`src/rtl/uart_rx_fifo.sv`:
```
// UART receiver: 2-FF synchroniser, optional parity, 1/2 stop bits, error pulses and a receive FIFO.
// Define UART_RX_MAJORITY_EN to decide each bit by a 2-of-3 vote of the last three clocks.
module uart_rx_fifo #(
  parameter int CLK_FREQ   = 12000000,
  parameter int BAUD       = 9600,
  parameter int NUM_BITS   = 8,
  parameter int PARITY     = 0,
  parameter int STOP_BITS  = 1,
  parameter int FIFO_DEPTH = 4
) (
  input  logic                i_clk,
  input  logic                i_rst_n,
  input  logic                i_data,
  output logic [NUM_BITS-1:0] o_data,
  output logic                o_valid,
  input  logic                i_ready,
  output logic                o_busy,
  output logic                o_parity_err,
  output logic                o_frame_err,
  output logic                o_overrun
);
  localparam int CLKS_PER_BIT = CLK_FREQ / BAUD;
  localparam int CW = $clog2(CLKS_PER_BIT);
  localparam int IW = $clog2(NUM_BITS);
  localparam int AW = (FIFO_DEPTH > 1) ? $clog2(FIFO_DEPTH) : 1;
  localparam logic [CW-1:0] CNT_LAST = CW'(CLKS_PER_BIT - 1);
  localparam logic [CW-1:0] CNT_HALF = CW'(CLKS_PER_BIT / 2 - 1);

  typedef enum logic [2:0] {S_IDLE, S_START, S_DATA, S_PARITY, S_STOP, S_BREAK} state_t;

  state_t              state_q, state_d;
  logic [1:0]          sync_q;
  logic [CW-1:0]       cnt_q, cnt_d;
  logic [IW-1:0]       idx_q, idx_d;
  logic [NUM_BITS-1:0] shift_q, shift_d;
  logic                perr_q, perr_d;
  logic                stop_q, stop_d;
  logic                pe_q, pe_d, fe_q, fe_d, ov_q, ov_d;
  logic                push_req;
  logic                rx;
  logic [CW-1:0]       target;
  logic                at_sample;
  logic                bit_val;

  assign rx = sync_q[1];
  // START decides at the half-bit point; every other state at the end of the bit.
  assign target    = (state_q == S_START) ? CNT_HALF : CNT_LAST;
  assign at_sample = (cnt_q == target);

`ifdef UART_RX_MAJORITY_EN
  logic [1:0] vote_q, vote_d;

  always_comb begin
    vote_d = vote_q;
    if (cnt_q == target - CW'(2)) vote_d[0] = rx;
    if (cnt_q == target - CW'(1)) vote_d[1] = rx;
  end

  always_ff @(posedge i_clk or negedge i_rst_n) begin
    if (!i_rst_n) vote_q <= 2'b11;
    else          vote_q <= vote_d;
  end

  assign bit_val = (vote_q[0] & vote_q[1]) | (vote_q[0] & rx) | (vote_q[1] & rx);
`else
  assign bit_val = rx;
`endif

  always_ff @(posedge i_clk or negedge i_rst_n) begin
    if (!i_rst_n) begin
      sync_q  <= 2'b11;
      state_q <= S_IDLE;
      cnt_q   <= '0;
      idx_q   <= '0;
      shift_q <= '0;
      perr_q  <= 1'b0;
      stop_q  <= 1'b0;
      pe_q    <= 1'b0;
      fe_q    <= 1'b0;
      ov_q    <= 1'b0;
    end else begin
      sync_q  <= {sync_q[0], i_data};
      state_q <= state_d;
      cnt_q   <= cnt_d;
      idx_q   <= idx_d;
      shift_q <= shift_d;
      perr_q  <= perr_d;
      stop_q  <= stop_d;
      pe_q    <= pe_d;
      fe_q    <= fe_d;
      ov_q    <= ov_d;
    end
  end

  always_comb begin
    state_d  = state_q;
    cnt_d    = cnt_q + CW'(1);
    idx_d    = idx_q;
    shift_d  = shift_q;
    perr_d   = perr_q;
    stop_d   = stop_q;
    push_req = 1'b0;
    pe_d     = 1'b0;
    fe_d     = 1'b0;
    case (state_q)
      S_IDLE: begin
        cnt_d = '0;
        if (!rx) state_d = S_START;
      end
      S_START: begin
        if (at_sample) begin
          cnt_d   = '0;
          idx_d   = '0;
          perr_d  = 1'b0;
          stop_d  = 1'b0;
          state_d = bit_val ? S_IDLE : S_DATA;
        end
      end
      S_DATA: begin
        if (at_sample) begin
          cnt_d          = '0;
          shift_d[idx_q] = bit_val;
          if (idx_q == IW'(NUM_BITS - 1)) state_d = (PARITY != 0) ? S_PARITY : S_STOP;
          else                            idx_d   = idx_q + IW'(1);
        end
      end
      S_PARITY: begin
        if (at_sample) begin
          cnt_d   = '0;
          perr_d  = (PARITY == 1) ? ~(^shift_q ^ bit_val) : (^shift_q ^ bit_val);
          state_d = S_STOP;
        end
      end
      S_STOP: begin
        if (at_sample) begin
          cnt_d = '0;
          if (!bit_val) begin
            fe_d    = 1'b1;
            state_d = S_BREAK;
          end else if (STOP_BITS == 1 || stop_q) begin
            // Leave half a bit early so a back-to-back start edge is not missed.
            state_d = S_IDLE;
            if (perr_q) pe_d     = 1'b1;
            else        push_req = 1'b1;
          end else begin
            stop_d = 1'b1;
          end
        end
      end
      S_BREAK: begin
        cnt_d = '0;
        if (rx) state_d = S_IDLE;
      end
      default: state_d = S_IDLE;
    endcase
  end

  logic [NUM_BITS-1:0] mem_q [FIFO_DEPTH];
  logic [AW-1:0]       wr_q, rd_q;
  logic [AW:0]         fcnt_q;
  logic                full, pop, push;

  assign full = (fcnt_q == (AW + 1)'(FIFO_DEPTH));
  assign pop  = o_valid && i_ready;
  assign push = push_req && (!full || pop);
  assign ov_d = push_req && full && !pop;

  always_ff @(posedge i_clk) begin
    if (push) mem_q[wr_q] <= shift_q;
  end

  always_ff @(posedge i_clk or negedge i_rst_n) begin
    if (!i_rst_n) begin
      wr_q   <= '0;
      rd_q   <= '0;
      fcnt_q <= '0;
    end else begin
      if (push) wr_q <= wr_q + AW'(1);
      if (pop)  rd_q <= rd_q + AW'(1);
      if (push && !pop)      fcnt_q <= fcnt_q + (AW + 1)'(1);
      else if (pop && !push) fcnt_q <= fcnt_q - (AW + 1)'(1);
    end
  end

  assign o_valid      = (fcnt_q != '0);
  assign o_data       = o_valid ? mem_q[rd_q] : '0;
  assign o_busy       = (state_q != S_IDLE);
  assign o_parity_err = pe_q;
  assign o_frame_err  = fe_q;
  assign o_overrun    = ov_q;
endmodule

```
`config.mk`:
```
export PLATFORM = sky130hd
export DESIGN_NAME = uart_rx_fifo
export DESIGN_NICKNAME = d
export VERILOG_FILES = /design/src/rtl/uart_rx_fifo.sv
export SDC_FILE = /design/constraint.sdc
export NUM_CORES = 1
export LEC_CHECK = 0
export CORE_MARGIN = 4
export CORE_UTILIZATION = 40
export CTS_BUF_LIST = sky130_fd_sc_hd__clkbuf_8
export DETAILED_ROUTE_END_ITERATION = 8
export HOLD_SLACK_MARGIN = 0.02
export PLACE_DENSITY = 0.59
export SETUP_SLACK_MARGIN = 0.15
export SLEW_MARGIN = 0
export SYNTH_ARGS = -nofsm -noshare
export SYNTH_HDL_FRONTEND = slang
export SYNTH_SLANG_ARGS = --single-unit
```
`constraint.sdc`:
```
create_clock -name i_clk -period 2.4 [get_ports i_clk]
set_input_delay 0.24 -clock i_clk [delete_from_list [all_inputs] [get_ports i_clk]]
set_output_delay 0.24 -clock i_clk [all_outputs]
set_load 0.005 [all_outputs]
```
# After elaboration in Yosys (flattened, before gate mapping)
# Memories as Yosys holds them, arrays and structs flattened.
# Index checks and enable logic that the tools add are counted.
classes:
  addsub: 6
  n_mul: 0
  div_mod_pow: 0
  magnitude_cmp: 2
  n_eq_ne: 16
  shift: 0
  muxes: 39
  bitwise: 1
  n_reduce_logical: 24
op_table:
  columns: ["op", "count"]
  rows:
  - ["2-to-1 mux 3 bit", 13]
  - ["2-to-1 mux 11 bit", 2]
  - ["case mux 11 bit (2 select lines)", 1]
  - ["case mux 3 bit (6 select lines)", 1]
  - ["2-to-1 mux 1 bit", 16]
  - ["!= test 2 bit (second input constant)", 8]
  - ["== test 3 bit (second input constant)", 4]
  - ["adder 11 x 1 -> 11 bit (second input constant)", 1]
  - ["== test 11 bit", 1]
  - ["bitwise mux 8 bit", 1]
  - ["2-to-1 mux 8 bit", 1]
  - ["XOR reduction 8 bit", 1]
  - ["logical AND 1 bit", 7]
  - ["AND reduction 7 bit", 1]
  - ["adder 3 x 1 -> 3 bit (second input constant)", 2]
  - ["== test 3 x 2 -> 1 bit (second input constant)", 2]
  - ["case mux 3 bit (2 select lines)", 1]
  - ["nonzero test 2 bit", 3]
  - ["nonzero test 3 bit", 2]
  - ["adder 2 x 1 -> 2 bit (second input constant)", 2]
  - ["less-than comparator 3 x 4 -> 1 bit (second input constant)", 1]
  - ["AND reduction 4 bit", 1]
  - ["OR reduction 4 bit", 1]
  - ["demux 1 bit (select 3 bit)", 1]
  - ["other kinds (12)", 14]
word_totals:
  ff_bits: 38
  latch_bits: 0
  ram_bits: 32
  romBits: 0
  inputBits: 4
  output_inout_bits: 13
  elab_cells: 101
  mem_count: 1
memory_table:
  columns: ["memory", "words", "width", "rd", "rd_clocked_by_memory_dff", "write_ports", "line", "text"]
  rows:
  - ["mem_q", 4, 8, 1, 0, 1, "158", "logic [NUM_BITS-1:0] mem_q [FIFO_DEPTH];"]

# Longest topological paths before layout
depth:
  word_depth: 10
  mapped_depth: 11
  depth_no_buf: 10

# Least setup slack after synthesis
# OpenSTA, ideal clock, no wires.
synth_path:
  path_type: "register to register"
  start: "register state_q[0]"
  end: "register fcnt_q[2]"
  setup_ns: 0.079
  arrival_time_ns: 2.540
  required_time_ns: 2.321
  setup_slack_ns: -0.219
  path_stages_with_launch: 12
  path_buffers: 1
  synth_period_minus_slack_ns: 2.619
  cell_sequence: "dfrtp_1 > buf_6 > nor3b_4 > and4bb_2 > o21ai_4 > nor4_4 > ha_1 > inv_1 > fa_1 > xor2_1 > nor2_1 > xor2_1"
synth_via:
  elab_chain_cells: 9
  word_cells_on_any_way: 12
  classes_between: "3 x eq/ne; 4 x mux; 5 x reduce/logical"
synth_lines:
  columns: ["element", "line", "text"]
  rows:
  - ["start: declaration", "31", "state_t state_q, state_d;"]
  - ["start signal: assignment", "83", "state_q <= state_d;"]
  - ["== test 3 x 1 -> 1 bit", "47", "assign target = (state_q == S_START) ? CNT_HALF : CNT_LAST;"]
  - ["2-to-1 mux 11 bit", "47", null]
  - ["== test 11 bit", "48", "assign at_sample = (cnt_q == target);"]
  - ["2-to-1 mux 1 bit", "135", "if (at_sample) begin"]
  - ["2-to-1 mux 1 bit *", "105", "case (state_q)"]
  - ["logical AND 1 bit *", "165", "assign push = push_req && (!full || pop);"]
  - ["via push", "161", "logic full, pop, push;"]
  - ["zero test 1 bit", "181", "else if (pop && !push) fcnt_q <= fcnt_q - (AW + 1)'(1);"]
  - ["logical AND 1 bit", "181", null]
  - ["nonzero test 2 bit (no source line)", null, null]
  - ["end signal: assignment", "180", "if (push && !pop) fcnt_q <= fcnt_q + (AW + 1)'(1);"]
  - ["end signal: assignment", "181", null]
  - ["end: declaration", "160", "logic [AW:0] fcnt_q;"]
# Mark *: on every way through the listed nets, which the timed path passes. The rest lies on a longest branch.
# A chain may end at the register's enable or synchronous reset.

# Worst setup path after layout
layout_path:
  start: "register state_q[2]"
  end: "register fcnt_q[2]"
# The elaborated chain is that of the path after synthesis.

==> metrics.txt <==
Post-Syn Area=between 3000 and 4000 sq um; post-route ant nets=0; Syn Nets=about 250; GRT Total Usage=12.5%; synth warn=0; CP Class=register to register; Clock Skew=6.77 ps; Crit path top cell by count=xor2_1; chip width=98.1 um; Int Power=2170 uW; gr ovfl total=0; cell accounting for the most synthesized area=edfxtp_1; Fillers=between 700 and 800; Clk network pwr share=around 41%; Pins Over Slew Limit=0; Crit path buffers/inverters=1; first-pass GRT wire length=around 9500 um; DR iter-0 viols=between 40 and 50; non-filler cells, final=approximately 380; initial antenna violation count=0; Synth async-reset ratio=54.3%; Tmin final=~2200 ps; worst vdd ir=approximately 0.36 mV; htree depth=3; Die Ht=approximately 100 um; crit path DAT=between 2000 and 3000 ps; Max Freq=approximately 440 MHz; number of synthesized flops with an enable pin=32; die area=between 9000 and 10000 sq um; Net count, final=283; crit path max fanout=3; RSZ-0062 raised after global routing=true; row count=32; slew margin rel.=approximately 43%; vias in the first global route=slightly below 2000; PD cells=between 700 and 800 nW/um^2; TritonCTS Buffers=9; Reg power frac=48.3%; hpwl dp=3730 um; I/O pin cnt=17; Logic pwr share=11.1%; gpl congestion=0.797; sequential share of the synthesized area=~60%; placed instance count=356; number of clock sinks=70; Final WS setup=152 ps; status=finished clean; CP max stage cell=dfrtp_1; clk root buf=clkbuf_8; # diodes=0; worst slack, placed=93.0 ps; wirelength, routed=around 5400 um; share of cells above drive strength 1=24.4%; DRC errors left=0; largest net degree at the start of global routing=39; CP Cell Sequence=nor3b_4 > and4b_4 > o21ai_4 > nor4_4 > ha_2 > inv_2 > fa_2 > xor2_1 > nor2_1 > xor2_1; switching power=~660 uW; Initial Util=between 40% and 50%; Post-synth top cells=dfrtp_1, edfxtp_1, nor2_1, and2_1, nand2_1; crit start category=register; Critical Path Sink Type=register; Crit path max-delay family=simple AND/OR/NAND/NOR gates; I/O Buffers=16; setup TNS=0 ps; top-count cell post-synth=dfrtp_1; core region area=between 7000 and 8000 sq um; #FFs+latches synth=70; drt pass-1 iters=5; synth unique cells=50; Lkg Pwr=approximately 0.0018 uW; Final Hold Fails=0; number of max-cap violations=0; largest cells by area after synthesis=edfxtp_1, dfrtp_1, mux4_2, xnor2_1, mux2_2; setup violators final=0; Post-synth top flop=dfrtp_1; Synth Instances=between 200 and 250; clock buffer depth=2; via count=roughly 1900; clk slew on worst S/H paths=roughly 80 ps; Slew @ Worst Pin=855 ps; sw frac=approximately a quarter; DR vias/cell=4.97; Layout Utilization=between 40% and 50%; post-synth top area share=around 30%; HP Class=input port to register; Area growth syn-to-layout=20.1%; Mean Syn Cell Area=approximately 14 sq um; Worst EP required=roughly 2700 ps; slowest stage delay, CP=about 400 ps; worst skew pair latency=roughly 340 ps; CTS tree=yes; WL per Instance=approximately 14 um; Tcrit/Tclk final=a little over nine tenths; post-layout total power=roughly 2800 uW
## sequential cells by signal (all words and copies together) (netlist names)
register      flops
mem_q            32
cnt_q            11
shift_q           8
fcnt_q            3
idx_q             3
state_q           3
rd_q              2
sync_q            2
wr_q              2
o_frame_err       1
o_overrun         1
o_parity_err      1
perr_q            1
## final timing paths
| kind | start | endpoint | slack (ps) | cells past startpoint |
|---|---|---|---|---|
| setup / recovery | state_q[2]$_DFFE_PN0P_ | fcnt_q[2]$_DFFE_PN0P_ | 150 | 10 |
| hold / removal | i_data | sync_q[0]$_DFF_PN1_ | 310 | 1 |
| setup reg to reg | state_q[2]$_DFFE_PN0P_ | fcnt_q[2]$_DFFE_PN0P_ | 150 | 10 |
| hold reg to reg | sync_q[0]$_DFF_PN1_ | sync_q[1]$_DFF_PN1_ | 360 | 0 |
| max in group asynchronous | i_rst_n | shift_q[1]$_DFFE_PN0P_ | 1330 | 2 |
| min in group asynchronous | i_rst_n | o_overrun$_DFF_PN0_ | 540 | 2 |
## metal layers
layer  up-vias  global-route usage (%)  part of all wire, %
li1        915                       -                    -
met5         -                       0                    0
met1       927                    16.4                   47
met3        10                    3.36                  2.8
met4         0                    5.64                  1.8
met2        23                    19.5                   48
## cells in the final DEF, fill, tap and decap left out, drive strengths merged, types with 3 or more instances in the layout
master          n
and2           13
dfrtp          36
nand2          13
bufinv          3
dlymetal6s2s    8
mux2           10
nor2           21
buf            20
inv             8
nor4            8
and3            3
xnor2          12
clkdlybuf4s50   7
xor2           10
mux4            8
ha              8
edfxtp         32
clkinv          3
nand3           5
o21ai           4
clkbuf          9
## area by class of cell
class / count / area [sq um] / area share [%]
inverter: 7 / 26.3 / 0.674
clock inverter: 7 / 121 / 3.11
tap: 102 / 128 / 3.27
sequential: 70 / 1910 / 49.1
timing repair buffer: 36 / 335 / 8.60
clock buffer: 9 / 124 / 3.18
multi-input combinational: 146 / 1250 / 32.1
## per-stage QoR
| stage | instance area [sq um] | hold WS, ps |
|---|---|---|
| after global routing | 3900 | 292 |
| after detailed placement | 3580 | 347 |
| final | 3900 | 307 |
| after CTS | 3880 | 288 |
| after global placement | 3580 | 347 |
| after floorplan | 3260 | -55.6 |
## cell families after synthesis
kind of cell	Yosys count	share of synthesized area, %
and+or+nand+nor	79	14.5
DFF	70	59.0
xor gates and xnor gates	23	6.63
muxes	19	9.44
buffers and inverters	17	2.85
AOI/OAI and AO/OA	16	3.93
adders and majority gates	9	3.70
## power by group through the flow
stage	Clock [uW]	Combinational, uW	Sequential, uW
global route	1250	351	1380
CTS	1180	326	1370
detailed placement	0	300	1390
finish	1150	315	1370
global placement	0	291	1390
floorplan	0	231	1350
## repair_timing
item | 4_1_cts | 5_1_grt
hold endpoints to repair | 23 | 0
endpoints found under the setup margin | 10 | 10
pin swaps | 4 | 2
gates resized for setup | 3 | 8
setup buffers | 4 | 0
hold buffers | 1 | 0
No activity file was read; power rests on OpenSTA's default activity.
